==> src/rtl/frame_buffer_scheduler_if.sv <==
// Bundles the writer, reader and frame-RAM signals of the frame buffer scheduler.
// The slave modport is the scheduler; the master modport is its environment.
interface frame_buffer_scheduler_if #(
  parameter int unsigned CNT_W = 17
) ();
  logic             wr_valid;
  logic             wr_sof;
  logic [7:0]       wr_data;
  logic             wr_ready;
  logic             rd_req;
  logic             rd_gnt;
  logic             rd_valid;
  logic [7:0]       rd_data;
  logic             rd_eof;
  logic             frame_avail;
  logic             frame_done;
  logic             mem_en;
  logic             mem_we;
  logic [CNT_W:0]   mem_addr;
  logic [7:0]       mem_wdata;
  logic [7:0]       mem_rdata;

  modport master (
    output wr_valid, wr_sof, wr_data, rd_req, mem_rdata,
    input  wr_ready, rd_gnt, rd_valid, rd_data, rd_eof, frame_avail, frame_done,
           mem_en, mem_we, mem_addr, mem_wdata
  );

  modport slave (
    input  wr_valid, wr_sof, wr_data, rd_req, mem_rdata,
    output wr_ready, rd_gnt, rd_valid, rd_data, rd_eof, frame_avail, frame_done,
           mem_en, mem_we, mem_addr, mem_wdata
  );
endinterface

==> src/rtl/frame_buffer_scheduler.sv <==
// Ping-pong frame buffer scheduler: shares one single-port frame RAM between a pixel writer
// and a scan-out reader with per-cycle round-robin arbitration.
module frame_buffer_scheduler #(
  parameter int unsigned IMG_WIDTH  = 320,
  parameter int unsigned IMG_HEIGHT = 240,
  parameter int unsigned CNT_W      = 17
) (
  input logic                     clk,
  input logic                     reset,
  frame_buffer_scheduler_if.slave bus
);

  localparam logic [CNT_W-1:0] LastIdx = CNT_W'(IMG_WIDTH * IMG_HEIGHT - 1);

  typedef enum logic [1:0] {WIdle, WFill, WWait} wr_state_e;
  typedef enum logic {GrantRead = 1'b0, GrantWrite = 1'b1} grant_e;

  wr_state_e        r_state, w_state_next;
  grant_e           r_last;
  logic             r_wr_bank, r_rd_bank;
  logic [1:0]       r_full, w_full_next;
  logic [CNT_W-1:0] r_wr_cnt, r_rd_cnt, w_wr_idx;
  logic             r_rd_valid, r_rd_eof, r_frame_done;
  logic             w_rd_want, w_wr_want, w_wr_gnt, w_rd_gnt, w_wr_ready;
  logic             w_wr_last, w_rd_last, w_other_free, w_flip;

  always_ff @(posedge clk or negedge reset) begin
    if (!reset) r_state <= WIdle;
    else        r_state <= w_state_next;
  end

  always_comb begin
    w_state_next = r_state;
    unique case (r_state)
      WIdle:   if (w_wr_gnt) w_state_next = WFill;
      WFill:   if (w_wr_last) w_state_next = w_other_free ? WIdle : WWait;
      WWait:   if (w_other_free) w_state_next = WIdle;
      default: w_state_next = WIdle;
    endcase
  end

  // In W_IDLE a sof that loses arbitration is held off rather than silently dropped.
  always_comb begin
    w_rd_want  = bus.rd_req && r_full[r_rd_bank];
    w_wr_want  = 1'b0;
    w_wr_ready = 1'b0;
    unique case (r_state)
      WIdle: begin
        w_wr_want  = reset && bus.wr_valid && bus.wr_sof;
        w_wr_ready = reset && !(bus.wr_sof && w_rd_want && r_last == GrantWrite);
      end
      WFill: begin
        w_wr_want  = bus.wr_valid;
        w_wr_ready = !(w_rd_want && r_last == GrantWrite);
      end
      default: ;
    endcase
    w_wr_gnt = w_wr_want && !(w_rd_want && r_last == GrantWrite);
    w_rd_gnt = w_rd_want && !(w_wr_want && r_last == GrantRead);
  end

  assign w_wr_idx  = bus.wr_sof ? '0 : r_wr_cnt;
  assign w_wr_last = w_wr_gnt && (r_state == WFill) && !bus.wr_sof && (r_wr_cnt == LastIdx);
  assign w_rd_last = w_rd_gnt && (r_rd_cnt == LastIdx);
  // The reader finishing the other bank this cycle frees it at the same edge.
  assign w_other_free = !r_full[~r_wr_bank] || (w_rd_last && (r_rd_bank != r_wr_bank));
  assign w_flip = (r_state != WIdle) && (w_state_next == WIdle);

  always_comb begin
    w_full_next = r_full;
    if (w_wr_last) w_full_next[r_wr_bank] = 1'b1;
    if (w_rd_last) w_full_next[r_rd_bank] = 1'b0;
  end

  always_ff @(posedge clk or negedge reset) begin
    if (!reset) begin
      r_last       <= GrantRead;
      r_wr_bank    <= 1'b0;
      r_rd_bank    <= 1'b0;
      r_full       <= 2'b00;
      r_wr_cnt     <= '0;
      r_rd_cnt     <= '0;
      r_rd_valid   <= 1'b0;
      r_rd_eof     <= 1'b0;
      r_frame_done <= 1'b0;
    end else begin
      r_rd_valid   <= w_rd_gnt;
      r_rd_eof     <= w_rd_last;
      r_frame_done <= w_wr_last;
      r_full       <= w_full_next;
      if (w_wr_gnt)      r_last <= GrantWrite;
      else if (w_rd_gnt) r_last <= GrantRead;
      if (w_wr_gnt) begin
        if (bus.wr_sof)     r_wr_cnt <= CNT_W'(1);
        else if (w_wr_last) r_wr_cnt <= '0;
        else                r_wr_cnt <= r_wr_cnt + 1'b1;
      end
      if (w_flip) r_wr_bank <= ~r_wr_bank;
      if (w_rd_gnt) r_rd_cnt <= w_rd_last ? '0 : r_rd_cnt + 1'b1;
      if (w_rd_last) r_rd_bank <= ~r_rd_bank;
    end
  end

  assign bus.wr_ready    = w_wr_ready;
  assign bus.rd_gnt      = w_rd_gnt;
  assign bus.rd_valid    = r_rd_valid;
  assign bus.rd_data     = r_rd_valid ? bus.mem_rdata : 8'h00;
  assign bus.rd_eof      = r_rd_eof;
  assign bus.frame_avail = r_full[r_rd_bank];
  assign bus.frame_done  = r_frame_done;
  assign bus.mem_en      = w_wr_gnt || w_rd_gnt;
  assign bus.mem_we      = w_wr_gnt;
  assign bus.mem_addr    = w_wr_gnt ? {r_wr_bank, w_wr_idx} :
                           (w_rd_gnt ? {r_rd_bank, r_rd_cnt} : '0);
  assign bus.mem_wdata   = w_wr_gnt ? bus.wr_data : 8'h00;

endmodule

==> src/flat_wrapper.sv <==
// flat-port wrapper written by rule: the top's interface ports become plain ports
module frame_buffer_scheduler_flat 
#(
  parameter int unsigned IMG_WIDTH  = 320,
  parameter int unsigned IMG_HEIGHT = 240,
  parameter int unsigned CNT_W      = 17
)
  (clk, reset, bus_wr_valid, bus_wr_sof, bus_wr_data, bus_rd_req, bus_mem_rdata, bus_wr_ready, bus_rd_gnt, bus_rd_valid, bus_rd_data, bus_rd_eof, bus_frame_avail, bus_frame_done, bus_mem_en, bus_mem_we, bus_mem_addr, bus_mem_wdata);
  frame_buffer_scheduler_if #(.CNT_W(CNT_W)) bus_i ();
  input logic clk;
  input logic reset;
  input wire logic [$bits(bus_i.wr_valid)-1:0] bus_wr_valid;
  input wire logic [$bits(bus_i.wr_sof)-1:0] bus_wr_sof;
  input wire logic [$bits(bus_i.wr_data)-1:0] bus_wr_data;
  input wire logic [$bits(bus_i.rd_req)-1:0] bus_rd_req;
  input wire logic [$bits(bus_i.mem_rdata)-1:0] bus_mem_rdata;
  output wire logic [$bits(bus_i.wr_ready)-1:0] bus_wr_ready;
  output wire logic [$bits(bus_i.rd_gnt)-1:0] bus_rd_gnt;
  output wire logic [$bits(bus_i.rd_valid)-1:0] bus_rd_valid;
  output wire logic [$bits(bus_i.rd_data)-1:0] bus_rd_data;
  output wire logic [$bits(bus_i.rd_eof)-1:0] bus_rd_eof;
  output wire logic [$bits(bus_i.frame_avail)-1:0] bus_frame_avail;
  output wire logic [$bits(bus_i.frame_done)-1:0] bus_frame_done;
  output wire logic [$bits(bus_i.mem_en)-1:0] bus_mem_en;
  output wire logic [$bits(bus_i.mem_we)-1:0] bus_mem_we;
  output wire logic [$bits(bus_i.mem_addr)-1:0] bus_mem_addr;
  output wire logic [$bits(bus_i.mem_wdata)-1:0] bus_mem_wdata;
  assign bus_i.wr_valid = bus_wr_valid;
  assign bus_i.wr_sof = bus_wr_sof;
  assign bus_i.wr_data = bus_wr_data;
  assign bus_i.rd_req = bus_rd_req;
  assign bus_i.mem_rdata = bus_mem_rdata;
  assign bus_wr_ready = bus_i.wr_ready;
  assign bus_rd_gnt = bus_i.rd_gnt;
  assign bus_rd_valid = bus_i.rd_valid;
  assign bus_rd_data = bus_i.rd_data;
  assign bus_rd_eof = bus_i.rd_eof;
  assign bus_frame_avail = bus_i.frame_avail;
  assign bus_frame_done = bus_i.frame_done;
  assign bus_mem_en = bus_i.mem_en;
  assign bus_mem_we = bus_i.mem_we;
  assign bus_mem_addr = bus_i.mem_addr;
  assign bus_mem_wdata = bus_i.mem_wdata;
  frame_buffer_scheduler #(.IMG_WIDTH(IMG_WIDTH), .IMG_HEIGHT(IMG_HEIGHT), .CNT_W(CNT_W)) u_core (.clk(clk), .reset(reset), .bus(bus_i));
endmodule
==> config.mk <==
export PLATFORM = sky130hd
export DESIGN_NAME = frame_buffer_scheduler_flat
export DESIGN_NICKNAME = d
export VERILOG_FILES = /design/src/rtl/frame_buffer_scheduler_if.sv /design/src/rtl/frame_buffer_scheduler.sv /design/src/flat_wrapper.sv
export SDC_FILE = /design/constraint.sdc
export NUM_CORES = 1
export LEC_CHECK = 0
export BUFFER_PORTS_ARGS = -buffer_cell sky130_fd_sc_hd__buf_2
export CORE_UTILIZATION = 54
export DETAILED_ROUTE_END_ITERATION = 7
export PLACE_DENSITY_LB_ADDON = 0.05
export SYNTH_ARGS = -nofsm -noshare
export SYNTH_HDL_FRONTEND = slang
export SYNTH_SLANG_ARGS = --single-unit
==> constraint.sdc <==
create_clock -name clk -period 4 [get_ports clk]
set_clock_uncertainty 0.1 [all_clocks]
set_input_delay 1.2 -clock clk [delete_from_list [all_inputs] [get_ports clk]]
set_output_delay 1.2 -clock clk [all_outputs]
set_load 0.02 [all_outputs]
==> qor.yml <==
status: "completed"
worstMarginPinSlew_ps: 680
rsz0062_at_grt: "no"
rows: 24
grt_pass1_wl_mm: 10.9
crit_cells: 6
start_kind: "primary input"
globalRoute.totalOverflow: 0
synth.ff_latch_count: 44
synthMuxAreaShare_pct: 1.73
seq_area_frac_synth_pct: 42.2
met2_length_mm: 3.08
drv_slew: 0
firstDrtPassIters: 4
synth_top_family_by_area: "simple AND/OR/NAND/NOR gates"
worstHoldPathType: "reg -> reg"
hold_slack_ps: 415
yosys-top-cells-count: "dfrtp_1, nor2_1, and2_1"
drive_gt1_share_pct: 25.1
cp-end-kind: "output port"
fin_util_pct: 68.4
grt_max_degree: 46
wl_met3_um: 428
crit_chain: "buf_2 -> a21oi_1 -> o311ai_2 -> inv_2 -> buf_4 -> buf_2"
fin_nets: 372
rrSetupSlack_ps: 1480
ys_types: 47
io_pins: 63
syn_avg_cell_area_um2: 9.26
synth_xor_area_share_pct: 8.05
postSynthNetCount: 305
synth_edf_count: 0
antenna_found_initial: 0
fmax_mhz: 262
place_area_um2: 2990
cp_num_buf_inv: 4
cts_hold_buffers: 0
synth_compound_area_share_pct: 15.9
m1WireLength_mm: 2.81
dieWidth_um: 71.5
io_buffers: 62
drt-wirelength-per-cell_um: 16.0
synth_area_leader_cell: "dfrtp_1"
wl_mm: 6.42
cp_top_family: "buffers and inverters"
synthArstFlopShare_pct: 100
start_util_pct: 57.9
arrival_ps: 2510
cp.required_ps: 2700
cts_max_level: 2
clk_pin_slew_ps: 80
worstSkewPairLatency_ps: 300
yosysTopAreaCellShare_pct: 42.2
fin_crit_ps: 3810
post_cts_buffers: 0
cts_buffer_depth: 2
clkSinkCount: 44
dp_hpwl_mm: 4.77
ctsResizeCount: 0
tritoncts: "done"
design_area_um2: 3080
synth.top_cells.by_area: "dfrtp_1, a22o_1, xor2_1, and2_1, nor2_1"
cts_buffers: 5
num_vias: 2396
grt_pass1_vias: 2333
ant_nets: 0
coreArea_um2: 4500
synth_most_common_cell: "dfrtp_1"
ys.flop_type: "dfrtp_1"
post-route-period-util_pct: 95.3
dieArea_um2: 5120
syn_inst: 282
via_per_inst: 5.96
crit_top_cell: "buf_2"
highest_layer: "met4"
die_h_um: 71.5
worstHoldPathCells: 1
cp_slowest_cell: "a21oi_1"
leakage_uw: 0.00150
maxCapViolCount: 0
cts-root-buf: "clkbuf_8"
grt_usage_pct: 27.8
synthSimpleGateAreaFrac_pct: 27.4
reg2reg_depth: 5
worst_path_largest_cell_delay_ps: 350
gp_congestion: 0.870
drcViolationCount: 0
yosys_warnings: 0
worstPathMaxFanout: 18
synthAdderAreaFrac_pct: 0.959
drt_iter0_drc: 174
powerDensity_nw_per_um2: 274
max_slew_margin_pct: 54.3
finalPower_uw: 843
antenna_cells: 0
crit_type: "in -> out"
fin_tns_setup_ps: 0
finalHoldViolations: 0
irDropWorstVdd_uv: 149
syn_area_um2: 2610
setup_viol: 0
syn2layout_area_growth_pct: 18.0
==> report_power, final <==
group          internal (µW)  switching [µW]
logic                   32.4            51.3
clock network            141             153
registers                452            13.1
==> worst paths after layout <==
path                                                      start                               to
min in group asynchronous                                 reset   u_core.r_wr_cnt[0]$_DFFE_PN0N_
worst min register to register  u_core.r_wr_cnt[16]$_DFFE_PN0N_  u_core.r_wr_cnt[16]$_DFFE_PN0N_
worst max-delay path                                      reset                       bus_rd_gnt
max in group asynchronous                                 reset   u_core.r_wr_cnt[4]$_DFFE_PN0N_
worst min-delay path            u_core.r_wr_cnt[16]$_DFFE_PN0N_  u_core.r_wr_cnt[16]$_DFFE_PN0N_
worst max register to register  u_core.r_wr_cnt[15]$_DFFE_PN0N_   u_core.r_wr_cnt[7]$_DFFE_PN0N_
==> stage by stage <==
stage | setup slack [ps] | cells
5_1_grt | 57.3 | 402
2_1_floorplan | 90.4 | 282
3_3_place_gp | 251 | 394
4_1_cts | 192 | 402
6_report | 186 | 402
3_5_place_dp | 195 | 394
==> registers in the layout (all words and copies together) (netlist names) <==
signal                 flops
u_core.r_wr_bank           1
u_core.bus.rd_eof          1
u_core.r_state             2
u_core.bus.frame_done      1
u_core.bus.rd_valid        1
u_core.r_rd_cnt           17
u_core.r_wr_cnt           17
u_core.r_rd_bank           1
u_core.r_full              2
u_core.r_last              1
==> routing by layer <==
metal,global-route usage [%],vias up
met5,0,-
met4,10.9,0
met3,4.78,12
met2,47.1,99
met1,35.6,1134
li1,-,1151
==> cell families after synthesis <==
kind of cell / Yosys count
compound gates: 56
xor+xnor: 24
fa+ha+maj: 2
buf+inv: 21
flops: 44
mux: 4
simple gates: 131
==> final cells by class <==
class	instances	area [µm²]
multi-input cells	217	1410
flip-flops and latches	44	1100
repair buffers	71	378
well taps	52	65.1
fillers	376	1420
clock buffers	8	90.1
inverters	10	37.5
==> placed cells by master (no fill, tap or decap), types with 2 or more instances in the layout <==
| cell type | instances |
|---|---|
| inv_1 | 8 |
| or3_1 | 4 |
| nand2_1 | 16 |
| nor3_1 | 10 |
| ha_1 | 2 |
| buf_2 | 62 |
| nor3b_1 | 3 |
| nor2_1 | 29 |
| nand3_1 | 17 |
| and2_1 | 20 |
| inv_2 | 2 |
| or2_2 | 4 |
| xnor2_1 | 9 |
| xor2_1 | 15 |
| o21a_1 | 2 |
| a31oi_1 | 5 |
| clkbuf_8 | 6 |
| a22o_1 | 17 |
| mux2i_1 | 3 |
| dfrtp_1 | 44 |
| clkbuf_1 | 2 |
| nand4bb_1 | 2 |
| and4_1 | 3 |
| o21ai_0 | 9 |
| nand4_1 | 11 |
| nor4_1 | 3 |
| a21oi_1 | 9 |
| buf_4 | 9 |
| a21o_1 | 4 |
| and3_1 | 4 |
Power figures use the tool's default switching activity.
